**src/rtl/vga_scanout.sv**
```systemverilog
`timescale 1ns/1ps
// vga_scanout: QVGA framebuffer scanned out as 640x480@60 VGA with 2x2
// pixel doubling. Ports: clk_pix, rst_n, fb_addr/fb_data (1-clk read
// port), vga_r/g/b, vga_hs/vs (active-low), vga_de, frame_start.
module vga_scanout #(
  parameter int H_ACTIVE = 640,
  parameter int H_FP     = 16,
  parameter int H_SYNC   = 96,
  parameter int H_BP     = 48,
  parameter int V_ACTIVE = 480,
  parameter int V_FP     = 10,
  parameter int V_SYNC   = 2,
  parameter int V_BP     = 33,
  parameter int FB_W     = H_ACTIVE / 2,
  parameter int FB_H     = V_ACTIVE / 2,
  parameter int ADDR_W   = $clog2(FB_W * FB_H)
) (
  input  logic              clk_pix,
  input  logic              rst_n,
  output logic [ADDR_W-1:0] fb_addr,
  input  logic [15:0]       fb_data,
  output logic [3:0]        vga_r,
  output logic [3:0]        vga_g,
  output logic [3:0]        vga_b,
  output logic              vga_hs,
  output logic              vga_vs,
  output logic              vga_de,
  output logic              frame_start
);

  localparam int H_TOTAL = H_ACTIVE + H_FP
                         + H_SYNC + H_BP;
  localparam int V_TOTAL = V_ACTIVE + V_FP
                         + V_SYNC + V_BP;
  localparam int HC_W = $clog2(H_TOTAL);
  localparam int VC_W = $clog2(V_TOTAL);

  localparam logic [HC_W-1:0] H_ACT =
    HC_W'(H_ACTIVE);
  localparam logic [HC_W-1:0] H_LAST =
    HC_W'(H_TOTAL - 1);
  localparam logic [HC_W-1:0] HS_BEG =
    HC_W'(H_ACTIVE + H_FP);
  localparam logic [HC_W-1:0] HS_END =
    HC_W'(H_ACTIVE + H_FP + H_SYNC);

  localparam logic [VC_W-1:0] V_ACT =
    VC_W'(V_ACTIVE);
  localparam logic [VC_W-1:0] V_ACT_M1 =
    VC_W'(V_ACTIVE - 1);
  localparam logic [VC_W-1:0] V_LAST =
    VC_W'(V_TOTAL - 1);
  localparam logic [VC_W-1:0] VS_BEG =
    VC_W'(V_ACTIVE + V_FP);
  localparam logic [VC_W-1:0] VS_END =
    VC_W'(V_ACTIVE + V_FP + V_SYNC);

  localparam logic [ADDR_W-1:0] LINE_STEP =
    ADDR_W'(FB_W);

  logic [HC_W-1:0]   hc_q, hc_d;
  logic [VC_W-1:0]   vc_q, vc_d;
  logic [ADDR_W-1:0] lb_q, lb_d;

  logic vis_c, hs_c, vs_c, fs_c;

  // first delay stage: aligns with fb_data
  logic s1_vis_q, s1_hs_q, s1_vs_q, s1_fs_q;

  always_comb begin
    hc_d = hc_q + 1'b1;
    vc_d = vc_q;
    lb_d = lb_q;
    if (hc_q == H_LAST) begin
      hc_d = '0;
      if (vc_q == V_LAST) begin
        vc_d = '0;
        lb_d = '0;
      end else begin
        vc_d = vc_q + 1'b1;
        // step the row base only when the next
        // line starts a new framebuffer row
        if (vc_q[0] && (vc_q < V_ACT_M1))
          lb_d = lb_q + LINE_STEP;
      end
    end
  end

  assign vis_c = (hc_q < H_ACT)
               && (vc_q < V_ACT);
  assign hs_c  = (hc_q >= HS_BEG)
               && (hc_q < HS_END);
  assign vs_c  = (vc_q >= VS_BEG)
               && (vc_q < VS_END);
  assign fs_c  = (hc_q == '0)
               && (vc_q == '0);

  assign fb_addr = vis_c
    ? lb_q + ADDR_W'(hc_q[HC_W-1:1])
    : '0;

  always_ff @(posedge clk_pix) begin
    if (!rst_n) begin
      hc_q <= '0;
      vc_q <= '0;
      lb_q <= '0;
    end else begin
      hc_q <= hc_d;
      vc_q <= vc_d;
      lb_q <= lb_d;
    end
  end

  always_ff @(posedge clk_pix) begin
    if (!rst_n) begin
      s1_vis_q <= 1'b0;
      s1_hs_q  <= 1'b1;
      s1_vs_q  <= 1'b1;
      s1_fs_q  <= 1'b0;
    end else begin
      s1_vis_q <= vis_c;
      s1_hs_q  <= ~hs_c;
      s1_vs_q  <= ~vs_c;
      s1_fs_q  <= fs_c;
    end
  end

  always_ff @(posedge clk_pix) begin
    if (!rst_n) begin
      vga_r       <= '0;
      vga_g       <= '0;
      vga_b       <= '0;
      vga_de      <= 1'b0;
      vga_hs      <= 1'b1;
      vga_vs      <= 1'b1;
      frame_start <= 1'b0;
    end else begin
      vga_r       <= s1_vis_q
                   ? fb_data[11:8] : 4'h0;
      vga_g       <= s1_vis_q
                   ? fb_data[7:4] : 4'h0;
      vga_b       <= s1_vis_q
                   ? fb_data[3:0] : 4'h0;
      vga_de      <= s1_vis_q;
      vga_hs      <= s1_hs_q;
      vga_vs      <= s1_vs_q;
      frame_start <= s1_fs_q;
    end
  end

endmodule

```
**config.mk**
```make
export PLATFORM = sky130hd
export DESIGN_NAME = vga_scanout
export DESIGN_NICKNAME = d
export VERILOG_FILES = /design/src/rtl/vga_scanout.sv
export SDC_FILE = /design/constraint.sdc
export NUM_CORES = 1
export LEC_CHECK = 0
export CAP_MARGIN = 40
export CORE_MARGIN = 10
export CORE_UTILIZATION = 41
export CTS_CLUSTER_SIZE = 20
export DETAILED_ROUTE_END_ITERATION = 8
export DONT_BUFFER_PORTS = 1
export HOLD_SLACK_MARGIN = 0.03
export PLACE_DENSITY = 0.55
export SYNTH_ARGS = -nofsm -noshare
export SYNTH_HDL_FRONTEND = slang
export SYNTH_SLANG_ARGS = --single-unit
```
**constraint.sdc**
```tcl
create_clock -name clk_pix -period 2.65 [get_ports clk_pix]
set_input_delay 0.53 -clock clk_pix [delete_from_list [all_inputs] [get_ports clk_pix]]
set_output_delay 0.53 -clock clk_pix [all_outputs]
set_load 0.02 [all_outputs]
```
# Yosys cells after proc, flatten, opt, wreduce, memory -nomap -nowiden
# Cells that the tools add are included.
[classes]
bitwise = 3
n_reduce_logical = 11
muxes = 4
order_cmp = 7
add_sub_neg = 4
n_eq_ne = 2
[ops]
columns = ["operator", "count"]
rows = [
  ["two-way mux 17 bit", 3],
  ["less-than comparator 10 x 9 -> 1 bit, second input constant", 3],
  ["adder 10 x 1 -> 10 bit, second input constant", 2],
  ["equality test 10 bit, second input constant", 2],
  ["zero test 10 bit", 2],
  ["less-than comparator 10 bit, second input constant", 2],
  ["adder 17 x 9 -> 17 bit", 1],
  ["adder 17 x 9 -> 17 bit, second input constant", 1],
  [">= comparator 10 bit, second input constant", 1],
  [">= comparator 10 x 9 -> 1 bit, second input constant", 1],
  ["two-way mux 10 bit", 1],
  ["logical AND 1 bit", 5],
  ["AND reduction 2 bit", 2],
  ["inverter 1 bit", 3],
  ["nonzero test 2 bit", 1],
  ["OR reduction 2 bit", 1],
]
[totals]
reg_bits = 57
elab_cells = 45
input_bits = 18

# Longest topological paths before layout
# Gate-level depths: netlist of run 1.
[logic_depth]
depth_word = 4
depth_mapped = 7
depth_no_buf = 6

# Worst setup path after synthesis of run 1
# OpenSTA, ideal clock, no wires.
[synth_path]
kind = "reg2out"
start = "reg hc_q[8]"
end = "out fb_addr[15]"
slack_ns = 0.243
arrival_ns = 1.877
stages_incl_launch_ff = 6
n_path_buf = 0
cell_sequence = "dfxtp_1 -> ha_1 -> a21o_1 -> a21oi_1 -> or4_1 -> a21oi_1"
[synth_via]
elab_chain_cells = 3
[synth_rtl]
columns = ["element", "line_no", "rtl"]
rows = [
  ["start: declaration", "61", "logic [HC_W-1:0] hc_q, hc_d;"],
  ["start signal: assignment", "104", "hc_q <= '0;"],
  ["start signal: assignment", "108", "hc_q <= hc_d;"],
  ["branches (longest 2 deep; another with adder 17 x 9 -> 17 bit)", "n/a", ""],
  ["two-way mux 17 bit (*)", "99", "? lb_q + ADDR_W'(hc_q[HC_W-1:1])"],
  ["end: declaration", "20", "output logic [ADDR_W-1:0] fb_addr,"],
]
# Mark *: on every way between the ends.

# Final worst setup path of run 1
[layout_path]
start = "reg lb_q[7]"
end = "out fb_addr[15]"
[layout_via]
elab_chain_cells = 2
[layout_rtl]
columns = ["element", "line_no", "rtl"]
rows = [
  ["start: declaration", "63", "logic [ADDR_W-1:0] lb_q, lb_d;"],
  ["start signal: assignment", "110", "lb_q <= lb_d;"],
  ["adder 17 x 9 -> 17 bit", "99", ""],
  ["two-way mux 17 bit", "99", ""],
]
# No other way between the ends.

==> impl_metrics.json, run 1 <==
{
  "via_per_inst": 5.71,
  "cp_max_fo": 4,
  "drive_gt1_share_pct": 12.8,
  "hold-path-cell-count": 1,
  "yosysUniqueCellTypes": 45,
  "num_vias": 2216,
  "start_util_pct": 42.8,
  "clk_path_buf_depth": 2,
  "timing.final.crit_share_pct": 94.2,
  "drc": 0,
  "grt_pass1_vias": 2138,
  "p_leak_uw": 0.00105,
  "critical_path_class": "flip-flop to primary output",
  "setup_violations": 0,
  "synth_area_leaders": "dfxtp_1 40%, and3_1 4.6%, nor2_1 4.1%",
  "max_stage_delay_ns": 0.49,
  "syn_area_um2": 2580,
  "gp_congestion": 0.824,
  "antenna_found_initial": 0,
  "skew_ns": 0.0101,
  "place_inst": 377,
  "dp_hpwl_mm": 4.56,
  "power.density_nw_per_um2": 461,
  "met2_usage_pct": 19.7,
  "yosys.cell_count.top_type": "dfxtp_1",
  "final_nets": 338,
  "hold_buffers": 0,
  "fill_cells": 613,
  "cpMostUsedCell": "a21oi_2",
  "worst_pin_slew_ns": 0.749,
  "clk_pin_slew_ns": 0.11,
  "cts_buffers": 5,
  "cts_root_buf": "clkbuf_8",
  "whs_endpoint": "vga_vs",
  "ant_nets": 0,
  "r2r_start": "hc_q[0]",
  "seq_area_um2": 1030,
  "synth_warnings": 0,
  "report.final.slew_viol_count": 0,
  "placed_cell_area_um2": 2710,
  "met3_usage_pct": 4.78,
  "rsz0062_at_grt": "no",
  "top_usage_layer": "met2",
  "insertedDiodeCount": 0,
  "die_area_um2": 9850,
  "ys_async_sr_fraction_pct": 0,
  "die_h_um": 99.3,
  "cp_slowest_cell": "or4_4",
  "synth_common_cells": "51 x dfxtp_1, 28 x nor2_1, 19 x and3_1, 19 x inv_1, 17 x nand3_1",
  "synth_top_area_share_pct": 39.6,
  "cp-end-kind": "primary output",
  "slew_headroom_pct": 49.8,
  "rows": 28,
  "grt_start_max_net_pins": 24,
  "use_met1_pct": 17.3,
  "critical_path.cell_chain": "ha_4, a21o_1, a21oi_2, or4_4, a21oi_2, buf_4",
  "portBuffers": 0,
  "r2r_end": "lb_q[14]",
  "hold_ws_ns": 0.292,
  "htreeDepth": 2,
  "fmax_ghz": 0.401,
  "cp-start-kind": "flip-flop",
  "status": "finished, final reports clean",
  "cts_tree": "built",
  "area.growth.synth_to_final_pct": 11.6,
  "synth-seq-area-share_pct": 39.6,
  "io_pins": 51,
  "synthCells": 302,
  "first_iter_violations": 177,
  "hold_class": "input port to flip-flop",
  "ff2ff_path_depth": 5,
  "wl_mm": 6.33,
  "setup_tns_ns": 0,
  "core_um2": 6030,
  "reg2reg_slack_ns": 0.41,
  "syn-num-nets": 328,
  "grt_pass1_wl_mm": 10.9,
  "ys_ff_latch": 51,
  "clock-sinks": 51,
  "cap_violations": 0,
  "dr.pass1.iters": 4,
  "wire_per_inst_um": 16.3,
  "multi_input_area_um2": 1440,
  "min_from": "rst_n",
  "synth_edf_count": 0,
  "cp.required_ns": 2.12,
  "avgSynthCellArea_um2": 8.53,
  "ir_drop_uv": 284,
  "final_cell_area_um2": 2880,
  "grt.total_usage_pct": 13.1,
  "cp_data_arrival_time_ns": 1.97,
  "final_cells": 388,
  "die_x_um": 99.3,
  "hold_viol": 0,
  "ys.flop_type": "dfxtp_1",
  "clk_latency_ns": 0.31,
  "synth_top_area_cell": "dfxtp_1",
  "grt_overflow": 0,
  "period_needed_ns": 2.50
}
[worst max-delay path, delay by kind of cell (launching register included)]
family,cells,cell delay (ns)
buffers and inverters,1,0.16
adders and majority gates,1,0.26
and+or+nand+nor,1,0.49
DFF,1,0.35
AOI/OAI and AO/OA,3,0.39
[how the worst max path moves through the flow]
stage             from          end  slack, ns  cells after the start
6_report       lb_q[7]  fb_addr[15]       0.15                      6
5_1_grt        lb_q[6]  fb_addr[12]       0.01                      7
4_1_cts        hc_q[8]  fb_addr[15]       0.03                      7
3_5_place_dp   lb_q[7]  fb_addr[15]       0.23                      7
3_3_place_gp   lb_q[7]  fb_addr[15]       0.24                      7
2_1_floorplan  hc_q[8]  fb_addr[15]       0.24                      5
[registers in the layout, indices dropped and copies added (netlist names), 4 cells and up]
signal,cells
lb_q,11
hc_q,10
vc_q,10
vga_b,4
vga_g,4
vga_r,4
[power breakdown]
| part | switching (µW) | internal [µW] | total [µW] |
|---|---|---|---|
| Combinational | 25.3 | 16.6 | 41.9 |
| Clock | 284 | 196 | 480 |
| Sequential | 23.5 | 780 | 804 |
| Total | 333 | 993 | 1330 |
[cell usage in the layout, fill, tap and decap left out, types with 5 or more instances in the layout]
| master | instances |
|---|---|
| ha_1 | 6 |
| o31ai_1 | 10 |
| nand2_1 | 11 |
| and2_1 | 9 |
| buf_4 | 19 |
| xor2_1 | 6 |
| nor3_1 | 7 |
| nand4_1 | 15 |
| and3_1 | 19 |
| o21ai_0 | 6 |
| nand3_1 | 17 |
| xnor2_1 | 10 |
| nor4_1 | 6 |
| inv_1 | 19 |
| nor2_1 | 28 |
| o211ai_1 | 6 |
| a21oi_1 | 13 |
| clkbuf_8 | 5 |
| dfxtp_1 | 48 |
[area by class of cell]
type | count | share of cell area, %
Clock inverter | 3 | 1.00
Timing Repair Buffer | 19 | 4.96
Sequential cell | 51 | 35.7
Clock buffer | 5 | 2.39
Tap cell | 75 | 3.26
Inverter | 19 | 2.48
Multi-Input combinational cell | 216 | 50.2
[through the flow]
stage / power (µW) / setup slack, ns / util, %
floorplan: 854 / 0.243 / -
global placement: 865 / 0.244 / 45.0
detailed placement: 866 / 0.226 / 45.0
CTS: 1350 / 0.0283 / 47.4
global route: 1400 / 0.0139 / 47.7
finish: 1330 / 0.153 / 47.7
[metal layers]
metal | part of all wire [%] | wire [µm]
met5 | 0 | 0
met4 | 0.44 | 28
met3 | 6.3 | 400
met2 | 46 | 2880
met1 | 48 | 3010
[timing repair]
action                     CTS  global route
pin swaps                    3             2
resized for setup            4             5
setup endpoints to repair    2             2
buffers inserted             4             0
hold endpoints to repair     0             0
[kinds of logic (layout without fill, tap and decap cells)]
| kind of cell | count (synthesis) | in the layout | synth area share [%] |
|---|---|---|---|
| buffers and inverters | 35 | 46 | 5.78 |
| adders and majority gates | 8 | 8 | 3.89 |
| muxes | 1 | 1 | 0.389 |
| AOI/OAI and AO/OA | 55 | 55 | 14.2 |
| DFF | 51 | 51 | 39.6 |
| xor gates and xnor gates | 16 | 16 | 5.44 |
| and+or+nand+nor | 136 | 136 | 30.6 |
Note: power is estimated with default switching activity, not from simulation.
==> inputs of run 2 (changes only) <==
PLACE_DENSITY = 0.54   (was 0.55)
SLEW_MARGIN = 20   (was not set)
==> run 2 against run 1 <==
Effect of this change: fmax shrank 2.9%; die area stayed put; non-clock buffer count up 3; register-to-register slack barely moved; total power fell by 0.25%; combinational power grew 1%; flip-flop and latch count stayed put; final area is 0.96% higher; clock skew rose by 0.0021 ns; cell count up 0.77%; critical path type unchanged.
==> impl_metrics.json, run 2 (synthesis results as in run 1) <==
{
  "clk_latency_ns": 0.31,
  "cts_root_buf": "clkbuf_8",
  "first_iter_violations": 185,
  "crit_family": "simple AND/OR/NAND/NOR gates",
  "hold_buffers": 0,
  "start_util_pct": 42.8,
  "dp_slack_ns": 0.265,
  "hold-path-cell-count": 1,
  "path_buf_inv": 2,
  "r2r_end": "lb_q[14]",
  "reg2reg_slack_ns": 0.40,
  "final_nets": 341,
  "netSwitchingFraction_pct": 24.9,
  "wl_mm": 6.55,
  "clock-sinks": 51,
  "p_clk_share_pct": 35.9,
  "largest_register_ffs": 11,
  "fmax_ghz": 0.389,
  "htreeDepth": 2,
  "insertedDiodeCount": 0,
  "hold_ws_ns": 0.298,
  "drc": 0,
  "cp_data_arrival_time_ns": 2.04,
  "num_vias": 2236,
  "p_leak_uw": 0.00107,
  "cp-end-kind": "primary output",
  "mostFrequentLayoutCell": "dfxtp_1",
  "place_inst": 377,
  "whs_endpoint": "vga_vs",
  "crit_path_start": "lb_q[7]",
  "timing.final.crit_share_pct": 97.1,
  "hold_viol": 0,
  "grt_pass1_wl_mm": 11.0,
  "ff2ff_path_depth": 5,
  "power.density_nw_per_um2": 456,
  "clk_path_buf_depth": 2,
  "io_pins": 51,
  "report.final.slew_viol_count": 0,
  "critical_path_class": "flip-flop to primary output",
  "wire_per_inst_um": 16.8,
  "worst_pin_slew_ns": 0.801,
  "final_cells": 391,
  "setup_violations": 0,
  "die_h_um": 99.3,
  "via_per_inst": 5.72,
  "r2r_start": "hc_q[0]",
  "grt_start_max_net_pins": 24,
  "skew_ns": 0.0122,
  "power.switching_uw": 330,
  "dp_hpwl_mm": 4.65,
  "p_seq_share_pct": 60.9,
  "top_regs": "lb_q x11, hc_q x10, vc_q x10",
  "die_area_um2": 9850,
  "period_needed_ns": 2.57,
  "rows": 28,
  "cap_violations": 0,
  "antenna_found_initial": 0,
  "die_x_um": 99.3,
  "grt.total_usage_pct": 13.2,
  "critical_path.cell_chain": "ha_4, a21o_1, a21oi_2, buf_4, or4_4, a21oi_2, buf_4",
  "status": "finished, final reports clean",
  "slew_headroom_pct": 46.4,
  "core_um2": 6030,
  "grt_pass1_vias": 2239,
  "portBuffers": 0,
  "cp_slowest_cell": "or4_4",
  "gp_congestion": 0.812,
  "p_int_uw": 993,
  "cts_tree": "built",
  "clk_pin_slew_ns": 0.10,
  "fin_ws_ns": 0.0775,
  "cts_buffers": 5,
  "setup_tns_ns": 0,
  "grt_overflow": 0,
  "cp_max_fo": 4,
  "cp.required_ns": 2.12,
  "max_stage_delay_ns": 0.47,
  "top_register": "lb_q",
  "final_util_pct": 48.2,
  "area.growth.synth_to_final_pct": 12.7,
  "p_comb_share_pct": 3.2,
  "drive_gt1_share_pct": 14.6,
  "ant_nets": 0,
  "dr.pass1.iters": 4,
  "min_from": "rst_n",
  "cp-start-kind": "flip-flop",
  "hold_class": "input port to flip-flop",
  "layout_common_cells": "48 x dfxtp_1, 28 x nor2_1, 22 x buf_4",
  "ir_drop_uv": 242
}
[run 2: worst max path at each step]
stage	depth (start not counted)	end
global placement	7	fb_addr[15]
CTS	7	fb_addr[15]
global route	7	fb_addr[12]
finish	7	fb_addr[12]
detailed placement	7	fb_addr[15]
floorplan	5	fb_addr[15]
[run 2: layer usage]
metal  vias to the layer above  track usage, %  share of wire [%]
met5                         -               0                  0
met4                         0            5.18               0.81
met2                        47            20.0                 45
li1                       1125               -                  -
met1                      1060            17.0                 48
met3                         4            4.15                5.8
[run 2: final cells by class]
type                       count  area [µm²]
sequential                    51        1020
clock inverter                 3        26.3
multi-input combinational    216        1450
tap                           75        93.8
clock buffer                   5        68.8
fill                         594        3120
inverter                      19        71.3
timing repair buffer          22         165
[run 2: through the flow]
step	area (µm²)	total power [µW]
floorplan	2580	854
global placement	2710	866
detailed placement	2710	866
CTS	2840	1340
global route	2900	1380
finish	2900	1320
[run 2: what timing repair did]
action | in CTS | in global routing
pin swaps | 1 | 3
setup buffers | 4 | 2
endpoints found under the setup margin | 2 | 7
resized for setup | 2 | 9
gates cloned | 0 | 0
[run 2: power by group through the flow]
stage	Combinational (µW)	Clock [µW]	Sequential, µW
6_report	42.5	475	805
5_1_grt	48.4	524	809
4_1_cts	43.2	494	806
3_5_place_dp	42.8	0	823
3_3_place_gp	42.6	0	823
2_1_floorplan	37.3	0	817
